### src/rtl/nim_disp_pkg.sv
// rtl/nim_disp_pkg.sv - shared types and constants for the Nim display formatter
package nim_disp_pkg;

   typedef enum logic [1:0] {
      IDLE,
      CONV,
      SHOW,
      WIN
   } state_e;

   localparam int MAX_PILE    = 99;
   localparam int BIN_W       = 8;
   localparam int BCD_W       = 4;
   localparam int CONV_CYCLES = 8;

   // Piles above two decimal digits are clamped so the display never needs a hundreds digit.
   function automatic logic [BIN_W-1:0] sat_pile(input logic [BIN_W-1:0] p);
      return (p > BIN_W'(MAX_PILE)) ? BIN_W'(MAX_PILE) : p;
   endfunction

endpackage

### src/rtl/nim_display_formatter_if.sv
// rtl/nim_display_formatter_if.sv - game-state in, digit codes and blank mask out
interface nim_display_formatter_if;
   import nim_disp_pkg::*;

   logic             upd_valid;
   logic [BIN_W-1:0] pile;
   logic             player;
   logic [1:0]       take;
   logic             game_over;
   logic             busy;
   logic [BCD_W-1:0] in3;
   logic [BCD_W-1:0] in2;
   logic [BCD_W-1:0] in1;
   logic [BCD_W-1:0] in0;
   logic [3:0]       blank;

   modport master (
      output upd_valid, pile, player, take, game_over,
      input  busy, in3, in2, in1, in0, blank
   );

   modport slave (
      input  upd_valid, pile, player, take, game_over,
      output busy, in3, in2, in1, in0, blank
   );

endinterface

### src/rtl/nim_bin2bcd.sv
// rtl/nim_bin2bcd.sv - sequential 8-bit to two-digit BCD double-dabble, one shift per clock
module nim_bin2bcd
   import nim_disp_pkg::*;
(
   input  logic             clk,
   input  logic             rst_n,
   input  logic             start,
   input  logic [BIN_W-1:0] bin,
   output logic             done,
   output logic [BCD_W-1:0] tens,
   output logic [BCD_W-1:0] ones
);

   logic [BIN_W-1:0]   bin_q, bin_d;
   logic [2*BCD_W-1:0] bcd_q, bcd_d;
   logic [3:0]         cnt_q, cnt_d;
   logic               run_q, run_d;
   logic               done_q, done_d;
   logic [2*BCD_W-1:0] bcd_adj;

   always_comb begin
      bcd_adj = bcd_q;
      if (bcd_q[3:0] >= 4'd5) begin
         bcd_adj[3:0] = bcd_q[3:0] + 4'd3;
      end
      if (bcd_q[7:4] >= 4'd5) begin
         bcd_adj[7:4] = bcd_q[7:4] + 4'd3;
      end
   end

   always_comb begin
      bin_d  = bin_q;
      bcd_d  = bcd_q;
      cnt_d  = cnt_q;
      run_d  = run_q;
      done_d = 1'b0;
      if (start) begin
         bin_d = bin;
         bcd_d = '0;
         cnt_d = '0;
         run_d = 1'b1;
      end else if (run_q) begin
         {bcd_d, bin_d} = {bcd_adj, bin_q} << 1;
         cnt_d          = cnt_q + 4'd1;
         // done pulses on the edge of the last shift so the result is stable one cycle later
         if (cnt_q == 4'(CONV_CYCLES - 1)) begin
            run_d  = 1'b0;
            done_d = 1'b1;
         end
      end
   end

   always_ff @(posedge clk or negedge rst_n) begin
      if (!rst_n) begin
         bin_q  <= '0;
         bcd_q  <= '0;
         cnt_q  <= '0;
         run_q  <= 1'b0;
         done_q <= 1'b0;
      end else begin
         bin_q  <= bin_d;
         bcd_q  <= bcd_d;
         cnt_q  <= cnt_d;
         run_q  <= run_d;
         done_q <= done_d;
      end
   end

   assign done = done_q;
   assign tens = bcd_q[7:4];
   assign ones = bcd_q[3:0];

endmodule

### src/rtl/nim_display_formatter.sv
// rtl/nim_display_formatter.sv - Nim game state to four display digits with winner blink mask
module nim_display_formatter
   import nim_disp_pkg::*;
#(
   parameter int BLINK_DIV   = 25_000_000,
   parameter int WIN_TOGGLES = 6
) (
   input logic                    clk,
   input logic                    rst_n,
   nim_display_formatter_if.slave bus
);

   localparam int CW = (BLINK_DIV > 2) ? $clog2(BLINK_DIV) : 1;
   localparam int TW = $clog2(WIN_TOGGLES + 1);
   localparam logic [CW-1:0] BLINK_LAST = CW'(BLINK_DIV - 1);
   localparam logic [TW-1:0] TOG_LAST   = TW'(WIN_TOGGLES);

   state_e           state_q, state_d;
   logic             player_q, player_d;
   logic [1:0]       take_q, take_d;
   logic             go_q, go_d;
   logic [BCD_W-1:0] in3_q, in3_d;
   logic [BCD_W-1:0] in2_q, in2_d;
   logic [BCD_W-1:0] in1_q, in1_d;
   logic [BCD_W-1:0] in0_q, in0_d;
   logic [3:0]       blank_q, blank_d;
   logic [CW-1:0]    blink_q, blink_d;
   logic [TW-1:0]    tog_q, tog_d;

   logic             accept;
   logic             bcd_start;
   logic             bcd_done;
   logic [BIN_W-1:0] pile_sat;
   logic [BCD_W-1:0] bcd_tens;
   logic [BCD_W-1:0] bcd_ones;

   assign pile_sat = sat_pile(bus.pile);
   assign accept   = bus.upd_valid && (state_q != CONV);

   nim_bin2bcd u_bin2bcd (
      .clk   (clk),
      .rst_n (rst_n),
      .start (bcd_start),
      .bin   (pile_sat),
      .done  (bcd_done),
      .tens  (bcd_tens),
      .ones  (bcd_ones)
   );

   always_comb begin
      state_d   = state_q;
      player_d  = player_q;
      take_d    = take_q;
      go_d      = go_q;
      in3_d     = in3_q;
      in2_d     = in2_q;
      in1_d     = in1_q;
      in0_d     = in0_q;
      blank_d   = blank_q;
      blink_d   = blink_q;
      tog_d     = tog_q;
      bcd_start = 1'b0;

      case (state_q)
         CONV: begin
            if (bcd_done) begin
               in3_d   = {3'b000, player_q} + 4'd1;
               in2_d   = {2'b00, take_q};
               in1_d   = bcd_tens;
               in0_d   = bcd_ones;
               state_d = go_q ? WIN : SHOW;
               blank_d = '0;
               blink_d = '0;
               tog_d   = '0;
            end
         end
         WIN: begin
            if (tog_q != TOG_LAST) begin
               if (blink_q == BLINK_LAST) begin
                  blink_d = '0;
                  blank_d = ~blank_q;
                  tog_d   = tog_q + TW'(1);
               end else begin
                  blink_d = blink_q + CW'(1);
               end
            end else begin
               blank_d = '0;
            end
         end
         default: ;
      endcase

      // An accept wins over any blink terminal count landing on the same edge.
      if (accept) begin
         player_d  = bus.player;
         take_d    = bus.take;
         go_d      = bus.game_over;
         state_d   = CONV;
         blank_d   = '0;
         blink_d   = '0;
         tog_d     = '0;
         bcd_start = 1'b1;
      end
   end

   always_ff @(posedge clk or negedge rst_n) begin
      if (!rst_n) begin
         state_q  <= IDLE;
         player_q <= 1'b0;
         take_q   <= '0;
         go_q     <= 1'b0;
         in3_q    <= '0;
         in2_q    <= '0;
         in1_q    <= '0;
         in0_q    <= '0;
         blank_q  <= '0;
         blink_q  <= '0;
         tog_q    <= '0;
      end else begin
         state_q  <= state_d;
         player_q <= player_d;
         take_q   <= take_d;
         go_q     <= go_d;
         in3_q    <= in3_d;
         in2_q    <= in2_d;
         in1_q    <= in1_d;
         in0_q    <= in0_d;
         blank_q  <= blank_d;
         blink_q  <= blink_d;
         tog_q    <= tog_d;
      end
   end

   assign bus.busy  = (state_q == CONV);
   assign bus.in3   = in3_q;
   assign bus.in2   = in2_q;
   assign bus.in1   = in1_q;
   assign bus.in0   = in0_q;
   assign bus.blank = blank_q;

endmodule

### src/flat_wrapper.sv
// flat-port wrapper written by rule: the top's interface ports become plain ports
module nim_display_formatter_flat import nim_disp_pkg::*;
#(
   parameter int BLINK_DIV   = 25_000_000,
   parameter int WIN_TOGGLES = 6
)
  (clk, rst_n, bus_upd_valid, bus_pile, bus_player, bus_take, bus_game_over, bus_busy, bus_in3, bus_in2, bus_in1, bus_in0, bus_blank);
  nim_display_formatter_if bus_i ();
  input logic clk;
  input logic rst_n;
  input wire logic [$bits(bus_i.upd_valid)-1:0] bus_upd_valid;
  input wire logic [$bits(bus_i.pile)-1:0] bus_pile;
  input wire logic [$bits(bus_i.player)-1:0] bus_player;
  input wire logic [$bits(bus_i.take)-1:0] bus_take;
  input wire logic [$bits(bus_i.game_over)-1:0] bus_game_over;
  output wire logic [$bits(bus_i.busy)-1:0] bus_busy;
  output wire logic [$bits(bus_i.in3)-1:0] bus_in3;
  output wire logic [$bits(bus_i.in2)-1:0] bus_in2;
  output wire logic [$bits(bus_i.in1)-1:0] bus_in1;
  output wire logic [$bits(bus_i.in0)-1:0] bus_in0;
  output wire logic [$bits(bus_i.blank)-1:0] bus_blank;
  assign bus_i.upd_valid = bus_upd_valid;
  assign bus_i.pile = bus_pile;
  assign bus_i.player = bus_player;
  assign bus_i.take = bus_take;
  assign bus_i.game_over = bus_game_over;
  assign bus_busy = bus_i.busy;
  assign bus_in3 = bus_i.in3;
  assign bus_in2 = bus_i.in2;
  assign bus_in1 = bus_i.in1;
  assign bus_in0 = bus_i.in0;
  assign bus_blank = bus_i.blank;
  nim_display_formatter #(.BLINK_DIV(BLINK_DIV), .WIN_TOGGLES(WIN_TOGGLES)) u_core (.clk(clk), .rst_n(rst_n), .bus(bus_i));
endmodule
### config.mk
export PLATFORM = sky130hd
export DESIGN_NAME = nim_display_formatter_flat
export DESIGN_NICKNAME = d
export VERILOG_FILES = /design/src/rtl/nim_disp_pkg.sv /design/src/rtl/nim_display_formatter_if.sv /design/src/rtl/nim_bin2bcd.sv /design/src/rtl/nim_display_formatter.sv /design/src/flat_wrapper.sv
export SDC_FILE = /design/constraint.sdc
export NUM_CORES = 1
export LEC_CHECK = 0
export ABC_CLOCK_PERIOD_IN_PS = 2660
export CAP_MARGIN = 20
export CORE_UTILIZATION = 30
export CTS_BUF_LIST = sky130_fd_sc_hd__clkbuf_8 sky130_fd_sc_hd__clkbuf_16
export CTS_CLUSTER_SIZE = 16
export DETAILED_ROUTE_END_ITERATION = 6
export HOLD_SLACK_MARGIN = 0.08
export PLACE_DENSITY = 0.49
export SYNTH_ARGS = -nofsm -noshare
export SYNTH_HDL_FRONTEND = slang
export SYNTH_HIERARCHICAL = 1
export SYNTH_SLANG_ARGS = --single-unit
### constraint.sdc
create_clock -name clk -period 2.66 [get_ports clk]
set_input_delay 0.532 -clock clk [delete_from_list [all_inputs] [get_ports clk]]
set_output_delay 0.532 -clock clk [all_outputs]
set_load 0.01 [all_outputs]
==> out/metrics.csv, run 1 <==
stage;metric;value;unit
outcome;outcome;finished clean;
worst_setup_path;most frequent cell on the critical path;buf_4;
route;Routed WL per cell;13.6;um
sta;Final WS setup;0.432;ns
sta;crit share post-route;83.8;%
flow_run;max-cap violations;0;
cts;Worst-Skew Late Latency;0.34;ns
global_route;initial antenna violation count;0;
cts;htree depth;3;
power_and_ir_drop;Comb pwr share;34.2;%
global_route;first-pass GRT wire length;13000;um
route;drt drc;0;
synthesis;EDFF count, synth;0;
die;die footprint;12500;sq um
synthesis;syn avg cell area;10.3;sq um
sta;Rel. slew slack;46.5;%
worst_setup_path;Reg-to-Reg Start;u_core/blink_q[6];
finish;Syn-to-layout area delta;21.6;%
global_route;global route overflow;0;
cts;CTS Buf Count;9;
sta;post-route setup TNS;0;ns
power_and_ir_drop;switching part of the total power;34.4;%
sta;RSZ-0062 raised after global routing;no;
worst_setup_path;largest fanout on the critical path;10;
die;die width;112;um
power_and_ir_drop;sequential share of power;40.0;%
worst_setup_path;critical path class;reg2reg;
sta;final hold vios;0;
die;CORE AREA;11600;sq um
worst_setup_path;CP max stage delay;0.53;ns
sta;Clock Skew;0.00902;ns
die;I/O pins;36;
worst_setup_path;Setup crit end kind;register;
cts;buffers inserted by post-CTS timing repair;0;
sta;fin crit period;2.23;ns
cts;CTS Buffer Depth;2;
route;First DRT Iteration DRCs;78;
place;port buffer count;31;
power_and_ir_drop;clock network power share;25.9;%
worst_setup_path;CP Launch Type;register;
sta;final setup vio count;0;
worst_setup_path;crit path DAT;2.45;ns
synthesis;Top FF cell, synth;dfrtp_1;
finish;fin nets;419;
cts;Hold Buf Count CTS;0;
route;post-detailed-route count of antenna-violating nets;0;
route;Post-Route WL;7410;um
worst_setup_path;Worst Path Required;2.88;ns
place;gp weighted congestion;0.752;
cts;CTS clk-pin slew, worst paths;0.06;ns
synthesis;Post-Syn Instances;352;
global_route;largest net degree at the start of global routing;53;
route;Vias/cell;4.89;
sta;Pins Over Slew Limit;0;
power_and_ir_drop;internal power;2.74;mW
synthesis;Synth cell types;50;
cts;CTS tree;yes;
cts;post-CTS sizing;0;
power_and_ir_drop;Max VDD drop;0.473;mV
synthesis;ys async rst share;100;%
route;first-pass iteration count of the detailed router;4;
cts;CTS sink cnt;72;
global_route;Total GRT Usage;13.2;%
place;post-DP HPWL;5280;um
sta;Max Fclk;449;MHz
global_route;vias in the first global route;2651;
die;height of the die;112;um
finish;Diodes inserted;0;
power_and_ir_drop;Static Leak;1.94;nW
die;row cnt;39;
synthesis;Seq/Total Area, Yosys;49.6;%
finish;post-layout instance area;4410;sq um
synthesis;YS warnings;6;
place;dpl cell area;4150;sq um
synthesis;Synth Register Bits;72;
worst_setup_path;crit path from;u_core/blink_q[6];
synthesis;Mapped Area;3630;sq um
place;Setup WS pre-CTS;0.164;ns
worst_setup_path;CP max-delay cell;or4b_1;
worst_setup_path;cells on worst reg2reg path;7;
cts;CTS root buffer;clkbuf_16;
worst_hold_path;min-delay worst type;in2async;
worst_setup_path;CP cell instances;or4b_1, nor4_2, a21oi_2, buf_4, nor2_2, buf_4, nor2_1;
sta;Worst-Margin Slew;0.802;ns
finish;share of cells above drive strength 1;14.0;%
sta;worst hold slack;0.164;ns
die;Starting Density;31.3;%
route;DR vias;2659;
power_and_ir_drop;PwrDens;947;nW/um^2
power_and_ir_drop;sw power;1.44;mW
placed cells by master (no fill, tap or decap), drive strengths merged, types with 6 or more instances in the layout:
cell type and count:
xor2 12, nand3 19, and2 7, clkbuf 9, mux2i 15, nand2b 6
buf 16, or3 7, a21oi 12, nor2 27, nand4 10, mux2 13
dfrtp 72, ha 8, clkdlybuf4s50 30, o21ai 19, inv 13, nand2 43
kinds of logic after synthesis:
kind of cell             Yosys count  synth area share (%)
AO/OA/AOI/OAI                     50                  9.14
buffers and inverters             27                  4.03
adder cells (fa/ha/maj)            8                  2.76
XOR/XNOR                          16                  3.86
AND/OR/NAND/NOR                  150                  22.3
flip-flops                        72                  49.6
multiplexers                      28                  8.17
other                              1                 0.103
layer usage:
layer  track usage (%)  share of wire, %  vias up
met5                 0                 0        -
met4              4.27               1.1        0
met2              21.8                48       33
met1              16.4                47     1281
li1                  -                 -     1334
met3              4.08               3.6       11
final timing paths:
kind,end,slack (ns)
max in group asynchronous,u_core/bus.in0[2],1.85
worst max-delay path,u_core/blink_q[21],0.43
worst min register to register,u_core/take_q[0],0.47
min in group clk,u_core/take_q[0],0.47
worst min-delay path,u_core/bus.blank[3],0.16
worst max register to register,u_core/blink_q[21],0.43
critical path: cells and delay by family (launching register included):
kind	cells	cell delay, ns
AND/OR/NAND/NOR	4	1.11
flip-flops	1	0.41
AO/OA/AOI/OAI	1	0.18
buffers and inverters	2	0.41
power groups by stage:
stage	Combinational (mW)	Sequential [mW]	Clock, mW
after floorplan	0.995	1.62	0
after global placement	1.44	1.69	0
after detailed placement	1.45	1.69	0
after CTS	1.46	1.68	1.12
after global routing	1.61	1.73	1.17
final	1.43	1.67	1.08
layout make-up:
class                           count  area, sq um
Clock buffer                        9          225
Clock inverter                      7         42.5
Fill cell                        1187         7200
Inverter                           10         37.5
Multi-Input combinational cell    257         1700
Sequential cell                    72         1800
Tap cell                          143          179
Timing Repair Buffer               46          430
stage by stage:
stage                     std cells  utilization (%)  power, mW
after floorplan                 356                -       2.62
after global placement          528             35.7       3.12
after detailed placement        528             35.7       3.14
after CTS                       544             38.0       4.25
after global routing            544             38.0       4.50
final                           544             38.0       4.18
synth_stat cells, types with 5 or more instances:
cell / number / area [sq um]
or3_1: 7 / 43.8
o21ai_0: 19 / 95.1
a21oi_1: 10 / 50.1
dfrtp_1: 72 / 1800
nand2b_1: 6 / 37.5
nand2_1: 43 / 161
inv_1: 10 / 37.5
mux2_2: 13 / 146
and2_1: 7 / 43.8
nor2_1: 26 / 97.6
xor2_1: 12 / 105
mux2i_1: 15 / 150
ha_1: 8 / 100
clkbuf_1: 5 / 18.8
nand4_1: 10 / 62.6
nand3_1: 19 / 95.1
buf_4: 5 / 37.5
registers in the layout, indices dropped and copies added (netlist names):
name,count
u_core/u_bin2bcd/bcd_q,8
u_core/u_bin2bcd/run_q,1
u_core/u_bin2bcd/cnt_q,4
u_core/bus.in0,4
u_core/player_q,1
u_core/bus.in2,2
u_core/u_bin2bcd/bin_q,8
u_core/go_q,1
u_core/take_q,2
u_core/state_q,2
u_core/bus.in3,2
u_core/tog_q,3
u_core/blink_q,25
u_core/bus.in1,4
u_core/u_bin2bcd/done,1
u_core/bus.blank,4
Note: power is estimated with default switching activity, not from simulation.
==> run 2, diff against run 1 <==
--- a/config.mk
+++ b/config.mk
@@ -5,7 +5,7 @@
 export SDC_FILE = /design/constraint.sdc
 export NUM_CORES = 1
 export LEC_CHECK = 0
-export ABC_CLOCK_PERIOD_IN_PS = 2660
+export ABC_CLOCK_PERIOD_IN_PS = 2300
 export CAP_MARGIN = 20
 export CORE_UTILIZATION = 30
 export CTS_BUF_LIST = sky130_fd_sc_hd__clkbuf_8 sky130_fd_sc_hd__clkbuf_16
==> constraint.sdc (replaced) <==
create_clock -name clk -period 2.3 [get_ports clk]
set_input_delay 0.46 -clock clk [delete_from_list [all_inputs] [get_ports clk]]
set_output_delay 0.46 -clock clk [all_outputs]
set_load 0.01 [all_outputs]
==> out/metrics.csv, run 2 (synthesis results as in run 1) <==
stage;metric;value;unit;change
outcome;outcome;finished clean;;
sta;Pins Over Slew Limit;0;;unchanged
finish;most frequent cells in the layout;72 x dfrtp_1, 43 x nand2_1, 30 x clkdlybuf4s50_1, 30 x buf_4, 26 x nor2_1;;
place;gp weighted congestion;0.821;;+9.2%
global_route;global route overflow;0;;unchanged
finish;commonest non-fill, non-tap cell in the layout;dfrtp_1;;
die;row cnt;39;;unchanged
flow_run;max-cap violations;0;;unchanged
worst_setup_path;CP max stage delay;0.54;ns;about the same
worst_setup_path;CP cell instances;or4b_1, nor4_2, a21oi_2, buf_4, nor2_4, o22ai_1;;
cts;htree depth;3;;unchanged
global_route;vias in the first global route;2809;;+6.0%
sta;Rel. slew slack;53.3;%;+6.8 points
cts;CTS tree;yes;;
place;post-DP HPWL;5450;um;+3.3%
finish;Syn-to-layout area delta;25.4;%;
worst_setup_path;Setup crit end kind;register;;
sta;RSZ-0062 raised after global routing;no;;
route;top sig layer;met4;;
worst_hold_path;min-delay worst type;in2async;;
cts;Worst-Skew Late Latency;0.34;ns;about the same
die;height of the die;112;um;unchanged
finish;number of fill cells;1178;;-0.76%
global_route;initial antenna violation count;0;;unchanged
cts;post-CTS sizing;1;;+1
sta;final setup vio count;0;;unchanged
route;DR WL met2;3640;um;+2.7%
power_and_ir_drop;sw power;1.69;mW;+17%
worst_setup_path;critical path class;reg2reg;;
cts;CTS Buf Count;9;;unchanged
die;CORE AREA;11600;sq um;unchanged
power_and_ir_drop;clock network power share;27.0;%;+1.1 points
place;Placed Cells;544;;+3.0%
power_and_ir_drop;Static Leak;2.03;nW;+4.7%
route;Vias/cell;4.90;;+0.21%
worst_setup_path;crit path DAT;2.30;ns;-0.15 ns
cts;Hold Buf Count CTS;0;;unchanged
finish;Sequential Area;1800;sq um;unchanged
cts;CTS root buffer;clkbuf_16;;
cts;buffers inserted by post-CTS timing repair;0;;unchanged
route;post-detailed-route count of antenna-violating nets;0;;unchanged
cts;CTS sink cnt;72;;unchanged
global_route;largest net degree at the start of global routing;54;;+1.9%
global_route;Total GRT Usage;13.8;%;+0.64 points
finish;non-filler cells, final;560;;+2.9%
power_and_ir_drop;Max VDD drop;0.501;mV;+5.8%
cts;CTS Buffer Depth;2;;unchanged
die;die footprint;12500;sq um;unchanged
sta;Max Fclk;474;MHz;+5.6%
route;drt drc;0;;unchanged
route;first-pass iteration count of the detailed router;4;;unchanged
route;met1 WL;3830;um;+9.1%
worst_setup_path;CP Launch Type;register;;
sta;Worst-Margin Slew;0.698;ns;-0.104 ns
cts;CTS clk-pin slew, worst paths;0.05;ns;about the same
sta;Clock Skew;0.00453;ns;-0.00449 ns
finish;max reg flops;25;;unchanged
power_and_ir_drop;sequential share of power;38.2;%;-1.8 points
route;First DRT Iteration DRCs;99;;+27%
route;metal3 WL;198;um;-26%
sta;post-route setup TNS;0;ns;unchanged
die;Starting Density;31.3;%;unchanged
finish;fin nets;435;;+3.8%
finish;largest registers;u_core/blink_q (25), u_core/u_bin2bcd/bcd_q (8), u_core/u_bin2bcd/bin_q (8);;
place;port buffer count;31;;unchanged
sta;final hold vios;0;;unchanged
die;I/O pins;36;;unchanged
power_and_ir_drop;Comb pwr share;34.7;%;+0.5 points
sta;fin crit period;2.11;ns;-0.118 ns
route;Post-Route WL;7800;um;+5.3%
finish;Diodes inserted;0;;unchanged
global_route;first-pass GRT wire length;13700;um;+4.8%
power_and_ir_drop;PwrDens;1090;nW/um^2;+15%
finish;final cell utilization of the core;39.2;%;+1.2 points
worst_setup_path;CP max-delay cell;or4b_1;;
power_and_ir_drop;internal power;3.29;mW;+20%
worst_setup_path;Worst Path Required;2.49;ns;-0.39 ns
worst_setup_path;largest fanout on the critical path;16;;+6
die;die width;112;um;unchanged
route;DR vias;2743;;+3.2%
finish;share of cells above drive strength 1;17.3;%;+3.3 points
worst_setup_path;Reg2Reg Setup Slack;0.19;ns;-0.24 ns
route;Routed WL per cell;13.9;um;+2.3%
sta;crit share post-route;91.7;%;+8.0 points
finish;area of the multi-input gates;1700;sq um;+0.29%
finish;Largest Register;u_core/blink_q;;
power_and_ir_drop;switching part of the total power;33.9;%;-0.49 points
[run 2: cell types whose count changed in the layout (fill, tap and decap cells not counted)]
cell / delta
nor2_2: -1
clkinv_2: +2
bufinv_16: +1
clkinv_4: -3
nor2_4: +1
buf_4: +16
[run 2: stage by stage]
| stage | area, sq um | setup WS (ns) | power (mW) | hold slack (ns) |
|---|---|---|---|---|
| CTS | 4550 | 0.175 | 5.05 | 0.141 |
| finish | 4550 | 0.190 | 4.97 | 0.119 |
| floorplan | 3640 | 0.360 | 3.03 | 0.164 |
| detailed placement | 4270 | -0.257 | 3.66 | 0.469 |
| global route | 4550 | 0.00671 | 5.32 | 0.155 |
| global placement | 4270 | -0.213 | 3.62 | 0.457 |
[run 2: final cells by class]
type | instances | area share [%]
tap | 143 | 3.93
multi-input combinational | 257 | 37.4
clock inverter | 7 | 1.24
clock buffer | 9 | 4.95
timing repair buffer | 62 | 12.1
sequential | 72 | 39.6
inverter | 10 | 0.825
[run 2: metal layers]
| layer | GRT usage, % | vias to the layer above |
|---|---|---|
| met2 | 22.2 | 32 |
| li1 | - | 1362 |
| met1 | 17.7 | 1339 |
| met3 | 3.43 | 10 |
| met5 | 0 | - |
| met4 | 6.13 | 0 |
[run 2: power groups by stage]
stage | Clock (mW) | Combinational (mW) | Sequential, mW
after floorplan | 0 | 1.15 | 1.88
after global placement | 0 | 1.70 | 1.92
after detailed placement | 0 | 1.73 | 1.93
after CTS | 1.39 | 1.75 | 1.91
after global routing | 1.42 | 1.93 | 1.96
final | 1.35 | 1.73 | 1.90
[run 2: path summary, 6_finish.rpt]
path / start / end / depth (start not counted)
setup reg to reg: u_core/blink_q[17] / u_core/tog_q[1] / 6
hold reg to reg: u_core/bus.blank[0] / u_core/bus.blank[0] / 1
max in group asynchronous: rst_n / u_core/blink_q[20] / 2
min in group clk: u_core/bus.blank[0] / u_core/bus.blank[0] / 1
hold / removal: rst_n / u_core/bus.blank[0] / 2
setup / recovery: u_core/blink_q[17] / u_core/tog_q[1] / 6
[run 2: critical path, delay by kind of cell (launching register included)]
kind                   cells  cell delay, ns
AOI/OAI and AO/OA          2            0.28
buffers and inverters      1            0.15
DFF                        1            0.37
and+or+nand+nor            3            1.17
==> run 3, diff against run 2 <==
--- a/config.mk
+++ b/config.mk
@@ -12,6 +12,7 @@
 export CTS_CLUSTER_SIZE = 16
 export DETAILED_ROUTE_END_ITERATION = 6
 export HOLD_SLACK_MARGIN = 0.08
+export MAX_ROUTING_LAYER = met4
 export PLACE_DENSITY = 0.49
 export SYNTH_ARGS = -nofsm -noshare
 export SYNTH_HDL_FRONTEND = slang
==> out/metrics.csv, run 3 (synthesis results as in run 1) <==
stage;metric;value;unit;change
sta;Max Fclk;474;MHz;about the same
die;CORE AREA;11600;sq um;unchanged
sta;Worst-Margin Slew;0.705;ns;+0.00672 ns
global_route;Total GRT Usage;14.3;%;+0.44 points
route;post-detailed-route count of antenna-violating nets;0;;unchanged
route;Post-Route WL;7820;um;+0.27%
cts;CTS root buffer;clkbuf_16;;
global_route;met2 GRT Util;22.2;%;+0.041 points
finish;share of cells above drive strength 1;17.3;%;unchanged
worst_hold_path;min-delay worst type;in2async;;
worst_setup_path;crit path DAT;2.30;ns;about the same
place;Placed Cells;544;;unchanged
power_and_ir_drop;sequential share of power;38.2;%;about the same
cts;CTS Buf Count;9;;unchanged
power_and_ir_drop;switching part of the total power;34.0;%;about the same
place;port buffer count;31;;unchanged
die;I/O pins;36;;unchanged
global_route;met3 Track Usage GR;2.78;%;-0.65 points
route;first-pass iteration count of the detailed router;4;;unchanged
finish;Largest Register;u_core/blink_q;;
power_and_ir_drop;Static Leak;2.03;nW;unchanged
power_and_ir_drop;internal power;3.29;mW;about the same
global_route;gr busiest metal;met2;;
route;First DRT Iteration DRCs;94;;-5.1%
power_and_ir_drop;clock network power share;27.0;%;about the same
finish;commonest non-fill, non-tap cell in the layout;dfrtp_1;;
sta;Pins Over Slew Limit;0;;unchanged
worst_setup_path;Setup crit end kind;register;;
finish;fin nets;435;;unchanged
worst_setup_path;Worst Path Required;2.49;ns;about the same
global_route;initial antenna violation count;0;;unchanged
worst_setup_path;critical path class;reg2reg;;
cts;post-CTS sizing;1;;unchanged
route;drt drc;0;;unchanged
die;die width;112;um;unchanged
cts;CTS sink cnt;72;;unchanged
cts;Worst-Skew Late Latency;0.34;ns;about the same
finish;Syn-to-layout area delta;25.4;%;unchanged
finish;Diodes inserted;0;;unchanged
route;Vias/cell;4.89;;-0.26%
finish;max reg flops;25;;unchanged
sta;Rel. slew slack;52.9;%;-0.45 points
die;height of the die;112;um;unchanged
cts;CTS Buffer Depth;2;;unchanged
die;row cnt;39;;unchanged
place;post-DP HPWL;5450;um;unchanged
die;die footprint;12500;sq um;unchanged
sta;final setup vio count;0;;unchanged
power_and_ir_drop;sw power;1.69;mW;about the same
cts;buffers inserted by post-CTS timing repair;0;;unchanged
cts;CTS clk-pin slew, worst paths;0.05;ns;about the same
finish;most frequent cells in the layout;72 x dfrtp_1, 43 x nand2_1, 30 x clkdlybuf4s50_1, 30 x buf_4, 26 x nor2_1;;
finish;largest registers;u_core/blink_q (25), u_core/u_bin2bcd/bcd_q (8), u_core/u_bin2bcd/bin_q (8);;
finish;non-filler cells, final;560;;unchanged
cts;htree depth;3;;unchanged
sta;RSZ-0062 raised after global routing;no;;
global_route;met1 Resource Use GR;17.7;%;unchanged
outcome;outcome;finished clean;;
route;Routed WL per cell;14.0;um;+0.27%
worst_setup_path;CP Launch Type;register;;
global_route;first-pass GRT wire length;13700;um;unchanged
sta;Final WS setup;0.190;ns;+0.000400 ns
power_and_ir_drop;Max VDD drop;0.502;mV;+0.27%
power_and_ir_drop;PwrDens;1090;nW/um^2;about the same
sta;Clock Skew;0.00470;ns;+0.000174 ns
flow_run;max-cap violations;0;;unchanged
die;Starting Density;31.3;%;unchanged
sta;crit share post-route;91.7;%;about the same
global_route;vias in the first global route;2808;;-0.036%
worst_setup_path;largest fanout on the critical path;16;;unchanged
place;gp weighted congestion;0.834;;+1.5%
sta;final hold vios;0;;unchanged
global_route;global route overflow;0;;unchanged
route;DR vias;2736;;-0.26%
cts;CTS tree;yes;;
cts;Hold Buf Count CTS;0;;unchanged
global_route;largest net degree at the start of global routing;54;;unchanged
power_and_ir_drop;Comb pwr share;34.7;%;about the same
sta;fin crit period;2.11;ns;-0.000400 ns
place;Setup WS pre-CTS;-0.257;ns;unchanged
==> run 3: cell counts in the layout (fill, tap and decap cells not counted) <==
Identical to the previous run, type by type.
==> run 3: worst paths after layout <==
kind | slack, ns | from | to | cells after the start
worst max-delay path | 0.19 | u_core/blink_q[17] | u_core/tog_q[1] | 6
worst min-delay path | 0.12 | rst_n | u_core/bus.blank[0] | 2
worst max register to register | 0.19 | u_core/blink_q[17] | u_core/tog_q[1] | 6
worst min register to register | 0.47 | u_core/bus.blank[0] | u_core/bus.blank[0] | 1
max in group asynchronous | 1.91 | rst_n | u_core/bus.in3[0] | 2
min in group clk | 0.47 | u_core/bus.blank[0] | u_core/bus.blank[0] | 1
==> run 3: power by group through the flow <==
stage | sequential [mW] | combinational [mW] | clock, mW
global route | 1.96 | 1.93 | 1.42
CTS | 1.91 | 1.75 | 1.39
floorplan | 1.88 | 1.15 | 0
detailed placement | 1.93 | 1.73 | 0
finish | 1.90 | 1.73 | 1.35
global placement | 1.92 | 1.70 | 0
==> run 3: layout make-up <==
class / count / area [sq um]
Sequential cell: 72 / 1800
Multi-Input combinational cell: 257 / 1700
Inverter: 10 / 37.5
Timing Repair Buffer: 62 / 551
Tap cell: 143 / 179
Clock inverter: 7 / 56.3
Clock buffer: 9 / 225
Fill cell: 1178 / 7060
==> run 3: worst max-delay path, stage by stage (launching register included) <==
cell and delay [ns]:
dfrtp_1 0.37, or4b_1 0.54, nor4_2 0.30, a21oi_2 0.12, buf_4 0.15, nor2_4 0.33, o22ai_1 0.16
==> run 3: per-layer routing <==
layer | part of all wire, % | vias up | routed length (um)
li1 | - | 1363 | -
met3 | 2.2 | 11 | 175
met2 | 47 | 35 | 3670
met1 | 49 | 1327 | 3830
met4 | 1.9 | 0 | 151
met5 | 0 | - | 0
==> run 3: metrics by stage <==
step	total power, mW	util (%)	setup TNS (ns)	instance area, sq um	hold slack [ns]
detailed placement	3.66	36.7	-2.93	4270	0.469
global placement	3.62	36.7	-2.42	4270	0.457
CTS	5.05	39.2	0	4550	0.141
floorplan	3.03	-	0	3640	0.164
finish	4.97	39.2	0	4550	0.122
global route	5.32	39.2	0	4550	0.157
